### config.mk
export PLATFORM = sky130hd
export DESIGN_NAME = sb_axil_regs
export DESIGN_NICKNAME = d
export VERILOG_FILES = /design/src/rtl/sb_axil_pkg.sv /design/src/rtl/sb_led_blinker.sv /design/src/rtl/sb_axil_regs.sv
export SDC_FILE = /design/constraint.sdc
export NUM_CORES = 1
export LEC_CHECK = 0
export ABC_AREA = 1
export CORE_MARGIN = 3
export CORE_UTILIZATION = 39
export CTS_CLUSTER_DIAMETER = 30
export DETAILED_ROUTE_END_ITERATION = 10
export SETUP_SLACK_MARGIN = 0.3
export SYNTH_ARGS = -nofsm -noshare
export SYNTH_HDL_FRONTEND = slang
export SYNTH_SLANG_ARGS = --single-unit
### constraint.sdc
create_clock -name clk_axi -period 4.72 [get_ports clk_axi]
set_clock_uncertainty 0.2 [all_clocks]
set_input_delay 0.708 -clock clk_axi [delete_from_list [all_inputs] [get_ports clk_axi]]
set_output_delay 0.708 -clock clk_axi [all_outputs]
set_load 0.02 [all_outputs]
### src/rtl/sb_axil_pkg.sv
// sb_axil_pkg: register map, response codes, FSM state types and helpers shared by sb_axil_regs.
// SB_BLINK_CNT_READ_EN adds the read-only CNT register at offset 0x10.
package sb_axil_pkg;
  localparam logic [2:0] REG_CTRL = 3'd0;
  localparam logic [2:0] REG_DIV = 3'd1;
  localparam logic [2:0] REG_SCRATCH = 3'd2;
  localparam logic [2:0] REG_ID = 3'd3;
  localparam logic [2:0] REG_CNT = 3'd4;
  localparam logic [1:0] RESP_OKAY = 2'b00;
  localparam logic [1:0] RESP_SLVERR = 2'b10;
  localparam int CTRL_LED_FORCE = 0;
  localparam int CTRL_BLINK_EN = 1;
  typedef enum logic {WR_IDLE, WR_RESP} wr_state_t;
  typedef enum logic {RD_IDLE, RD_DATA} rd_state_t;
  function automatic logic [31:0] merge_wstrb(input logic [31:0] old, input logic [31:0] wd, input logic [3:0] strb);
    logic [31:0] m;
    for (int i = 0; i < 4; i++) m[8*i +: 8] = strb[i] ? wd[8*i +: 8] : old[8*i +: 8];
    return m;
  endfunction
  // Word index (addr[4:2]) that answers OKAY; everything above is SLVERR.
  function automatic logic reg_mapped(input logic [2:0] idx);
`ifdef SB_BLINK_CNT_READ_EN
    return idx <= REG_CNT;
`else
    return idx <= REG_ID;
`endif
  endfunction
endpackage

### src/rtl/sb_led_blinker.sv
// sb_led_blinker: free-running divider that toggles blink each time cnt reaches div.
module sb_led_blinker (
  input  logic        clk_axi,
  input  logic        rst,
  input  logic        en,
  input  logic [31:0] div,
  output logic [31:0] cnt,
  output logic        blink
);
  // >= rather than == so that lowering div below cnt wraps immediately.
  always_ff @(posedge clk_axi) begin
    if (rst || !en) begin
      cnt <= '0;
      blink <= 1'b0;
    end else if (cnt >= div) begin
      cnt <= '0;
      blink <= ~blink;
    end else begin
      cnt <= cnt + 32'd1;
    end
  end
endmodule

### src/rtl/sb_axil_regs.sv
// sb_axil_regs: AXI4-Lite slave with CTRL/BLINK_DIV/SCRATCH/ID registers driving the board LED.
// SB_BLINK_CNT_READ_EN exposes the live blink counter at offset 0x10.
module sb_axil_regs
  import sb_axil_pkg::*;
#(
  parameter int          ADDR_W   = 8,
  parameter int          DATA_W   = 32,
  parameter logic [31:0] ID_VALUE = 32'h5B1C_0001,
  parameter logic [31:0] DIV_RST  = 32'd49_999_999
) (
  input  logic              clk_axi,
  input  logic              rst,
  input  logic [ADDR_W-1:0] s_awaddr,
  input  logic              s_awvalid,
  output logic              s_awready,
  input  logic [DATA_W-1:0] s_wdata,
  input  logic [3:0]        s_wstrb,
  input  logic              s_wvalid,
  output logic              s_wready,
  output logic [1:0]        s_bresp,
  output logic              s_bvalid,
  input  logic              s_bready,
  input  logic [ADDR_W-1:0] s_araddr,
  input  logic              s_arvalid,
  output logic              s_arready,
  output logic [DATA_W-1:0] s_rdata,
  output logic [1:0]        s_rresp,
  output logic              s_rvalid,
  input  logic              s_rready,
  output logic              led
);
  if (DATA_W != 32) begin : g_bad_data_w
    $error("sb_axil_regs: DATA_W must be 32");
  end
  if (ADDR_W < 5) begin : g_bad_addr_w
    $error("sb_axil_regs: ADDR_W must be at least 5");
  end
  wr_state_t   wr_state;
  rd_state_t   rd_state;
  logic        aw_held, w_held, aw_hs, w_hs, ar_hs, aw_now, w_now;
  logic [2:0]  aw_idx, wr_idx, rd_idx;
  logic [31:0] w_data, wr_d, rd_val, div, scratch, blink_cnt;
  logic [3:0]  w_strb, wr_s;
  logic [1:0]  ctrl;
  logic        blink;
  logic        unused_addr_bits;
  assign unused_addr_bits = ^{s_awaddr, s_araddr};
  // Same-cycle AW/W handshakes are merged with anything already latched.
  always_comb begin
    aw_hs = s_awvalid && s_awready;
    w_hs = s_wvalid && s_wready;
    ar_hs = s_arvalid && s_arready;
    aw_now = aw_held || aw_hs;
    w_now = w_held || w_hs;
    wr_idx = aw_held ? aw_idx : s_awaddr[4:2];
    wr_d = w_held ? w_data : s_wdata;
    wr_s = w_held ? w_strb : s_wstrb;
    rd_idx = s_araddr[4:2];
    rd_val = rd_idx == REG_CTRL ? {30'd0, ctrl} :
             rd_idx == REG_DIV ? div :
             rd_idx == REG_SCRATCH ? scratch :
             rd_idx == REG_ID ? ID_VALUE :
`ifdef SB_BLINK_CNT_READ_EN
             rd_idx == REG_CNT ? blink_cnt :
`endif
             32'd0;
  end
  always_ff @(posedge clk_axi) begin
    if (rst) begin
      wr_state <= WR_IDLE;
      aw_held <= 1'b0;
      w_held <= 1'b0;
      s_awready <= 1'b0;
      s_wready <= 1'b0;
      s_bvalid <= 1'b0;
      s_bresp <= RESP_OKAY;
      aw_idx <= '0;
      w_data <= '0;
      w_strb <= '0;
      ctrl <= '0;
      div <= DIV_RST;
      scratch <= '0;
    end else if (wr_state == WR_IDLE) begin
      if (aw_hs) aw_idx <= s_awaddr[4:2];
      if (w_hs) begin
        w_data <= s_wdata;
        w_strb <= s_wstrb;
      end
      if (aw_now && w_now) begin
        wr_state <= WR_RESP;
        aw_held <= 1'b1;
        w_held <= 1'b1;
        s_awready <= 1'b0;
        s_wready <= 1'b0;
        s_bvalid <= 1'b1;
        s_bresp <= reg_mapped(wr_idx) ? RESP_OKAY : RESP_SLVERR;
        if (wr_idx == REG_CTRL && wr_s[0]) ctrl <= wr_d[1:0];
        if (wr_idx == REG_DIV) div <= merge_wstrb(div, wr_d, wr_s);
        if (wr_idx == REG_SCRATCH) scratch <= merge_wstrb(scratch, wr_d, wr_s);
      end else begin
        aw_held <= aw_now;
        w_held <= w_now;
        s_awready <= !aw_now;
        s_wready <= !w_now;
      end
    end else if (s_bready) begin
      wr_state <= WR_IDLE;
      aw_held <= 1'b0;
      w_held <= 1'b0;
      s_awready <= 1'b1;
      s_wready <= 1'b1;
      s_bvalid <= 1'b0;
    end
  end
  always_ff @(posedge clk_axi) begin
    if (rst) begin
      rd_state <= RD_IDLE;
      s_arready <= 1'b0;
      s_rvalid <= 1'b0;
      s_rdata <= '0;
      s_rresp <= RESP_OKAY;
    end else if (rd_state == RD_IDLE) begin
      s_arready <= !ar_hs;
      if (ar_hs) begin
        rd_state <= RD_DATA;
        s_rvalid <= 1'b1;
        s_rdata <= rd_val;
        s_rresp <= reg_mapped(rd_idx) ? RESP_OKAY : RESP_SLVERR;
      end
    end else if (s_rready) begin
      rd_state <= RD_IDLE;
      s_arready <= 1'b1;
      s_rvalid <= 1'b0;
    end
  end
  sb_led_blinker u_blink (
    .clk_axi(clk_axi),
    .rst(rst),
    .en(ctrl[CTRL_BLINK_EN]),
    .div(div),
    .cnt(blink_cnt),
    .blink(blink)
  );
  always_ff @(posedge clk_axi) begin
    if (rst) led <= 1'b0;
    else led <= ctrl[CTRL_BLINK_EN] ? blink : ctrl[CTRL_LED_FORCE];
  end
endmodule

---- Word level (Yosys, flattened, before mapping) ----
Index checks and enable logic that the tools add are counted.
word-level totals
  bits of input ports ..................... 59
  logic and storage cells ................. 106
  register bits ........................... 184
  output and inout bits ................... 42
operators by class
  order comparisons ....................... 3
  equality and inequality tests ........... 7
  bitwise gates (word level) .............. 3
  reductions and logical operators ........ 32
  mux-type cells .......................... 33
  add/subtract/negate cells ............... 1
operator list
  cell                                                 count
  two-way mux 32 bit                                   4
  adder 32 x 1 -> 32 bit, second input constant        1
  greater-or-equal comparator 32 bit                   1
  AND reduction 4 bit                                  8
  two-way mux 31 bit                                   1
  two-way mux 1 bit                                    24
  AND reduction 2 bit                                  6
  == test 3 x 2 -> 1 bit, second input constant        3
  == test 3 x 1 -> 1 bit, second input constant        2
  <= comparator 3 x 2 -> 1 bit, second input constant  2
  logical NOT 3 bit                                    2
  logical AND 1 bit                                    5
  logical NOT 1 bit                                    4
  two-way mux 2 bit                                    2
  two-way mux 4 bit                                    1
  != test 2 bit, second input constant                 2
  nonzero test 2 bit                                   2
  logical OR 1 bit                                     3
  two-way mux 3 bit                                    1
  inverter 1 bit                                       3
  AND reduction 3 bit                                  1
  OR reduction 2 bit                                   1

---- Logic depth before layout (Yosys ltp) ----
Gate-level depths: netlist of the first run.
  depth after elaboration ................. 5
  mapped depth ............................ 15
  depth with buffers taken out ............ 15

---- Modules after synthesis ----
A second synthesis of the first run with hierarchy kept.
unflattened totals
  cell total of the unflattened synthesis .. 1,370
  area total of the unflattened synthesis .. 9,560.4 um^2
by module, submodules not included
  module          times used  cells each  sequential area each (um^2)  area an instance (um^2)
  sb_axil_regs    1           996         2,982.9                      6,986.7
  sb_led_blinker  1           374         660.6                        2,573.7

---- Worst setup path before layout of the first run ----
OpenSTA, ideal clock, no wires.
  path type ............................... input-to-reg
  from .................................... in s_awaddr[3]
  to ...................................... reg div[17]
  library setup time ...................... 0.142 ns
  arrival time ............................ 1.700 ns
  path slack .............................. 2.677 ns
  path buffers ............................ 2
  cell stages on the path ................. 8
  required time ........................... 4.378 ns
  path through ............................ or2_2 > o21ai_1 > and2_1 > buf_6 > nand3_4 > clkinv_2 > buf_6 > o211ai_1
on the way
  longest elaborated chain between the ends .. 3
ends and longest elaborated chain
  what                                  line                RTL
  start: declaration                    sb_axil_regs.sv:13  input logic [ADDR_W-1:0] s_awaddr,
  two-way mux 3 bit                     sb_axil_regs.sv:55  wr_idx = aw_held ? aw_idx : s_awaddr[4:2];
  == test 3 x 1 -> 1 bit                sb_axil_regs.sv:98  if (wr_idx == REG_DIV) div <= merge_wstrb(div, wr_d, wr_s);
  AND reduction 4 bit (no source line)  --
  end signal: assignment                sb_axil_regs.sv:98
  end: declaration                      sb_axil_regs.sv:42  logic [31:0] w_data, wr_d, rd_val, div, scratch, blink_cnt;
No other way between the ends.
A chain may end at the register's enable or synchronous reset.

---- Worst setup path in the final report of the first run ----
  from .................................... reg w_held
  to ...................................... reg ctrl[1]
on the way
  longest elaborated chain between the ends .. 3
  elaborated cells on any way between the ends .. 6
  those cells by class .................... mux (2); reduce/logical (4)
ends and longest elaborated chain
  what                                                          line                                    RTL
  start: declaration                                            sb_axil_regs.sv:40                      logic aw_held, w_held, aw_hs, w_hs, ar_hs, aw_now, w_now;
  start signal: assignment                                      sb_axil_regs.sv:102                     w_held <= w_now;
  two-way mux 4 bit / logical OR 1 bit (equally long branches)  sb_axil_regs.sv:57, sb_axil_regs.sv:54
  logical AND 1 bit (on tied branches)                          sb_axil_regs.sv:97, sb_axil_regs.sv:89
  AND reduction 3 bit (no source line)                          --
  end signal: assignment                                        sb_axil_regs.sv:97                      if (wr_idx == REG_CTRL && wr_s[0]) ctrl <= wr_d[1:0];
  end: declaration                                              sb_axil_regs.sv:44                      logic [1:0] ctrl;
Several ways; a longest one is shown, not always the timed one.

==> results of run 1 <==
where the power goes:
part | internal, W | switching, W | total [W]
clock network | 0.000686 | 0.000650 | 0.00134
registers | 0.00158 | 0.0000271 | 0.00161
logic | 0.000116 | 0.000205 | 0.000321
per-layer routing:
| metal | wire length [um] | share of wire (%) |
|---|---|---|
| met3 | 933 | 4.1 |
| met1 | 11500 | 51 |
| met2 | 9950 | 44 |
| met4 | 218 | 0.96 |
| met5 | 13 | 0.057 |
per-stage QoR:
step           util, %  instances  setup slack [ns]  hold WS [ns]  area [um^2]
6_report          47.9       1529              2.02         0.255        10200
5_1_grt           47.9       1529              1.81         0.276        10200
4_1_cts           47.9       1529              2.05         0.256        10200
3_5_place_dp      45.4       1497              1.69         0.246         9690
3_3_place_gp      45.4       1497              1.74         0.238         9690
2_1_floorplan        -       1180              2.68         0.229         8630
final timing paths:
| kind | cells after the start | start | endpoint |
|---|---|---|---|
| worst max-delay path | 6 | w_held$_SDFFE_PP0P_ | ctrl[1]$_SDFFE_PP0P_ |
| worst max register to register | 6 | w_held$_SDFFE_PP0P_ | ctrl[1]$_SDFFE_PP0P_ |
| worst min register to register | 2 | scratch[10]$_SDFFE_PP0P_ | scratch[10]$_SDFFE_PP0P_ |
| worst min-delay path | 2 | scratch[10]$_SDFFE_PP0P_ | scratch[10]$_SDFFE_PP0P_ |
sequential cells by signal, summed over array words and instances (netlist names), 2 cells and up:
| signal | count |
|---|---|
| w_data | 32 |
| ctrl | 2 |
| w_strb | 4 |
| aw_idx | 3 |
| s_rdata | 32 |
| div | 32 |
| scratch | 32 |
| u_blink.cnt | 32 |
layout make-up:
| cell class | count | area, um^2 | area share (%) |
|---|---|---|---|
| Sequential cell | 182 | 3640 | 35.6 |
| Tap cell | 275 | 344 | 3.36 |
| Timing Repair Buffer | 97 | 961 | 9.39 |
| Multi-Input combinational cell | 804 | 4220 | 41.2 |
| Clock inverter | 15 | 121 | 1.19 |
| Clock buffer | 17 | 425 | 4.16 |
| Inverter | 139 | 524 | 5.12 |
critical path: cells and delay by family (launching register included):
kind,cells,cell delay [ns]
DFF,1,0.77
AOI/OAI and AO/OA,3,0.76
buffers and inverters,1,0.45
and+or+nand+nor,2,0.39
cell families after synthesis:
logic type,Yosys count,synth area share (%)
buf+inv,194,8.99
mux,1,0.116
simple gates,436,22.1
fa+ha+maj,33,4.79
other cells,1,0.0435
compound gates,319,20.4
flops,182,42.2
xor+xnor,13,1.32
cells in the final DEF, fill, tap and decap left out, types with 5 or more instances in the layout:
cell             count
a21oi_1            140
buf_4                8
clkbuf_16           17
clkdlybuf4s50_1     88
clkinv_2             5
clkinvlp_4           5
dfxtp_1            182
ha_1                33
inv_1              130
inv_2                5
nand2_1            254
nand2_2              8
nand3_1             11
nand3_4              8
nand4_1             12
nor2_1             112
nor3_1              11
o211ai_1            10
o211ai_2             7
o21ai_0            110
o21ai_1             11
o221ai_1             9
o22ai_1             23
or2_2                5
xnor2_1              5
xor2_1               8
==> flow_metrics.env, run 1 <==
export IMPL_run_status="completed"
export IMPL_path_class="reg -> reg"
export IMPL_hold_class="reg -> reg"
export IMPL_synth_edf_count=0
export IMPL_root_buffer="clkbuf_16"
export IMPL_power_density_nw_per_um2=319
export IMPL_crit_chain="buf_4, nand2_1, a21oi_1, nand4_1, o21ai_0, a21oi_1"
export IMPL_antenna_found_initial=1
export IMPL_drtPass1Iterations=5
export IMPL_finalHoldViolCount=0
export IMPL_die_x_um=155
export IMPL_cts_buffers_inserted=17
export IMPL_synth_commonest_cells="nand2_1 (254), dfxtp_1 (182), a21oi_1 (140)"
export IMPL_gp_congestion=0.867
export IMPL_period_minus_slack_ns=2.70
export IMPL_yosysSeqAreaShare_pct=42.2
export IMPL_synth_async_reset_ratio_pct=0
export IMPL_io_pins=101
export IMPL_critPathLaunchType="register"
export IMPL_cts_max_level=4
export IMPL_critPathRequiredTime_ns=4.84
export IMPL_endpoint_kind="register"
export IMPL_timing_fmax_ghz=0.371
export IMPL_synthFlopType="dfxtp_1"
export IMPL_worst_slew_pin_slew_ns=0.841
export IMPL_synth_top_area_share_pct=42.2
export IMPL_nNetsFinal=1333
export IMPL_routed_wl_um=22600
export IMPL_grt_usage_pct=19.1
export IMPL_num_antenna_cells=0
export IMPL_vdd_drop_max_mv=0.223
export IMPL_rsz0062_at_grt="false"
export IMPL_path_common_cell="a21oi_1"
export IMPL_yosys_area_top_type="dfxtp_1"
export IMPL_post_cts_setup_buffers=0
export IMPL_grtUsageMet2_pct=29.2
export IMPL_design_power_total_w=0.00327
export IMPL_cts_tree="yes"
export IMPL_fin_crit_sh_pct=57.2
export IMPL_initialDrtViolationCount=468
export IMPL_synth_most_common_cell="nand2_1"
export IMPL_ant_nets=0
export IMPL_cp_arrival_ns=2.81
export IMPL_busiest_layer="met2"
export IMPL_yosysWarnings=0
export IMPL_place_detailed_hpwl_um=16400
export IMPL_die_area_um2=23900
export IMPL_slew_viol_final=0
export IMPL_first_global_vias=7127
export IMPL_r2r_setup_slack_ns=2.02
export IMPL_post_cts_resized=0
export IMPL_slowest_delay_ns=0.77
export IMPL_grt_pass1_wl_um=37000
export IMPL_final_fill_count=2232
export IMPL_tns_ns=0
export IMPL_leakage_nw=3.89
export IMPL_holdBufCountCts=0
export IMPL_vias=7667
export IMPL_grt_ovfl_total=0
export IMPL_wire_per_inst_um=14.8
export IMPL_maxSlewHeadroom_pct=43.9
export IMPL_synth_area_leaders="dfxtp_1 (42%), nand2_1 (11%), a21oi_1 (8.1%)"
export IMPL_grtUsageMet1_pct=27.7
export IMPL_syn_inst=1179
export IMPL_viasPerCell=5.01
export IMPL_clock_tree_buffer_depth=2
export IMPL_areaGrowthSynthToFinish_pct=18.7
export IMPL_yosysUniqueCellTypes=45
export IMPL_clk_pin_slew_worst_paths_ns=0.07
export IMPL_path_max_fanout=38
export IMPL_clkLatencyLatePin_ns=0.44
export IMPL_num_rows=53
export IMPL_synthesis_area_um2=8620
export IMPL_drive_gt1_share_pct=6.78
export IMPL_cts_sinks=182
export IMPL_die_h_um=155
export IMPL_avgSynthCellArea_um2=7.32
export IMPL_portBuffers=88
export IMPL_use_met3_pct=3.44
export IMPL_drc=0
export IMPL_critPathSlowestCell="dfxtp_1"
export IMPL_ys_seq_elements=182
export IMPL_start_util_pct=40.4
export IMPL_core_area_um2=21400
export IMPL_setup_viol=0
export IMPL_grt_max_degree=61
export IMPL_cap_viol_max_count=0
Power figures use the tool's default switching activity.
==> run 2, diff against run 1 <==
==> constraint.sdc (replaced) <==
create_clock -name clk_axi -period 2.2 [get_ports clk_axi]
set_clock_uncertainty 0.2 [all_clocks]
set_input_delay 0.33 -clock clk_axi [delete_from_list [all_inputs] [get_ports clk_axi]]
set_output_delay 0.33 -clock clk_axi [all_outputs]
set_load 0.02 [all_outputs]
==> flow_metrics.env, run 2 (synthesized netlist as in run 1, its figures left out) <==
export IMPL_portBuffers=88
export IMPL_cap_viol_max_count=0
export IMPL_ant_nets=0
export IMPL_start_util_pct=40.4
export IMPL_grt_usage_pct=20.0
export IMPL_final_fill_count=2001
export IMPL_vdd_drop_max_mv=0.489
export IMPL_fin_hold_ws_ns=0.238
export IMPL_path_max_fanout=8
export IMPL_final_common_cell="nand2_1"
export IMPL_root_buffer="clkbuf_16"
export IMPL_critPathRequiredTime_ns=2.37
export IMPL_critPathLaunchType="register"
export IMPL_path_class="reg -> reg"
export IMPL_initialDrtViolationCount=463
export IMPL_grt_max_degree=58
export IMPL_clk_pin_slew_worst_paths_ns=0.08
export IMPL_io_pins=101
export IMPL_wire_per_inst_um=15.8
export IMPL_setup_ws_ns=0.162
export IMPL_die_area_um2=23900
export IMPL_endpoint_kind="register"
export IMPL_timing_fmax_ghz=0.491
export IMPL_seq_area_um2=3730
export IMPL_r2r_setup_slack_ns=0.16
export IMPL_fin_crit_sh_pct=92.6
export IMPL_vias=8188
export IMPL_num_antenna_cells=0
export IMPL_clock_tree_buffer_depth=2
export IMPL_multiInputGateArea_um2=4860
export IMPL_die_h_um=155
export IMPL_nNetsFinal=1408
export IMPL_drtPass1Iterations=5
export IMPL_grt_pass1_wl_um=38400
export IMPL_num_rows=53
export IMPL_antenna_found_initial=1
export IMPL_drive_gt1_share_pct=24.3
export IMPL_rsz0062_at_grt="true"
export IMPL_cts_sinks=182
export IMPL_cp_arrival_ns=2.21
export IMPL_power_density_nw_per_um2=622
export IMPL_final_cell_mix="nand2_1 (241), dfxtp_1 (137), a21oi_1 (117)"
export IMPL_run_status="completed"
export IMPL_period_minus_slack_ns=2.04
export IMPL_die_x_um=155
export IMPL_slew_viol_final=0
export IMPL_cts_max_level=4
export IMPL_drc=0
export IMPL_design_power_total_w=0.00730
export IMPL_viasPerCell=5.10
export IMPL_hold_class="in -> reg"
export IMPL_grt_ovfl_total=0
export IMPL_gp_congestion=0.867
export IMPL_dpl_worst_slack_ns=-0.0127
export IMPL_routed_wl_um=25300
export IMPL_setup_viol=0
export IMPL_maxSlewHeadroom_pct=61.4
export IMPL_worst_slew_pin_slew_ns=0.573
export IMPL_leakage_nw=4.51
export IMPL_core_area_um2=21400
export IMPL_clkLatencyLatePin_ns=0.44
export IMPL_areaGrowthSynthToFinish_pct=35.9
export IMPL_finalHoldViolCount=0
export IMPL_place_detailed_hpwl_um=17100
export IMPL_cts_buffers_inserted=17
export IMPL_cts_tree="yes"
export IMPL_first_global_vias=7333
==> run 2: changes by cell type in the layout (fill, tap and decap cells not counted), sizes merged, moves of 3 or more <==
cell / delta
nand3: +3
dlygate4sd2: +39
clkdlybuf4s50: -40
clkinvlp: -4
buf: +70
clkbuf: +4
==> run 2: layer usage <==
layer | share of wire (%) | wire length [um] | vias up | track usage (%)
met3 | 5.0 | 1270 | 26 | 3.89
met4 | 1.4 | 359 | 2 | 5.42
met5 | 0.036 | 9 | - | 0
met1 | 48 | 12100 | 3788 | 28.3
li1 | - | - | 4164 | -
met2 | 46 | 11600 | 208 | 31.5
==> run 2: cell type report <==
type                    count  share of cell area, %
clock buffers              19                   3.86
clock inverters            13                   1.16
inverters                 139                   4.63
multi-input cells         807                   41.5
flip-flops and latches    182                   31.8
well taps                 275                   2.94
repair buffers            169                   14.1
==> run 2: final timing paths <==
| kind | start | end | cells past startpoint |
|---|---|---|---|
| worst min-delay path | s_wdata[13] | w_data[13]$_SDFFE_PP0P_ | 3 |
| worst max-delay path | u_blink.cnt[11]$_SDFF_PP0_ | u_blink.cnt[14]$_SDFF_PP0_ | 14 |
| worst min register to register | scratch[11]$_SDFFE_PP0P_ | scratch[11]$_SDFFE_PP0P_ | 2 |
| worst max register to register | u_blink.cnt[11]$_SDFF_PP0_ | u_blink.cnt[14]$_SDFF_PP0_ | 14 |
==> run 2: critical path, cell delays in order (launching register included) <==
cell and delay [ns]:
dfxtp_4 0.37, ha_4 0.26, nand2_4 0.07, inv_2 0.04, nand2_2 0.05, nand2_1 0.06, nand2_1 0.07, nand2_1 0.06
nor2_2 0.11, nand2_2 0.08, nand2_4 0.08, nand3_4 0.10, buf_6 0.17, buf_16 0.15, nor2_4 0.09
==> run 2: report_power, final <==
| part | leakage, nW | switching [W] | total, W | internal [W] |
|---|---|---|---|---|
| sequential | 1.49 | 0.0000508 | 0.00343 | 0.00338 |
| combinational | 2.73 | 0.000493 | 0.000811 | 0.000319 |
| clock | 0.289 | 0.00148 | 0.00305 | 0.00157 |
==> run 2: metrics by stage <==
step	setup TNS, ns	cell area [um^2]	instances	utilization [%]
final	0	11700	1604	54.9
after global routing	0	11700	1604	54.9
after CTS	0	11300	1583	52.8
after detailed placement	-0.0344	10000	1531	46.9
after global placement	-0.00930	10000	1531	46.9
after floorplan	0	8630	1180	-
==> run 2: what timing repair did <==
action,CTS,global route
gates resized for setup,181,75
cloned,3,4
endpoints found under the setup margin,86,95
setup buffers,17,17
hold buffers,0,0
pin swaps,38,28
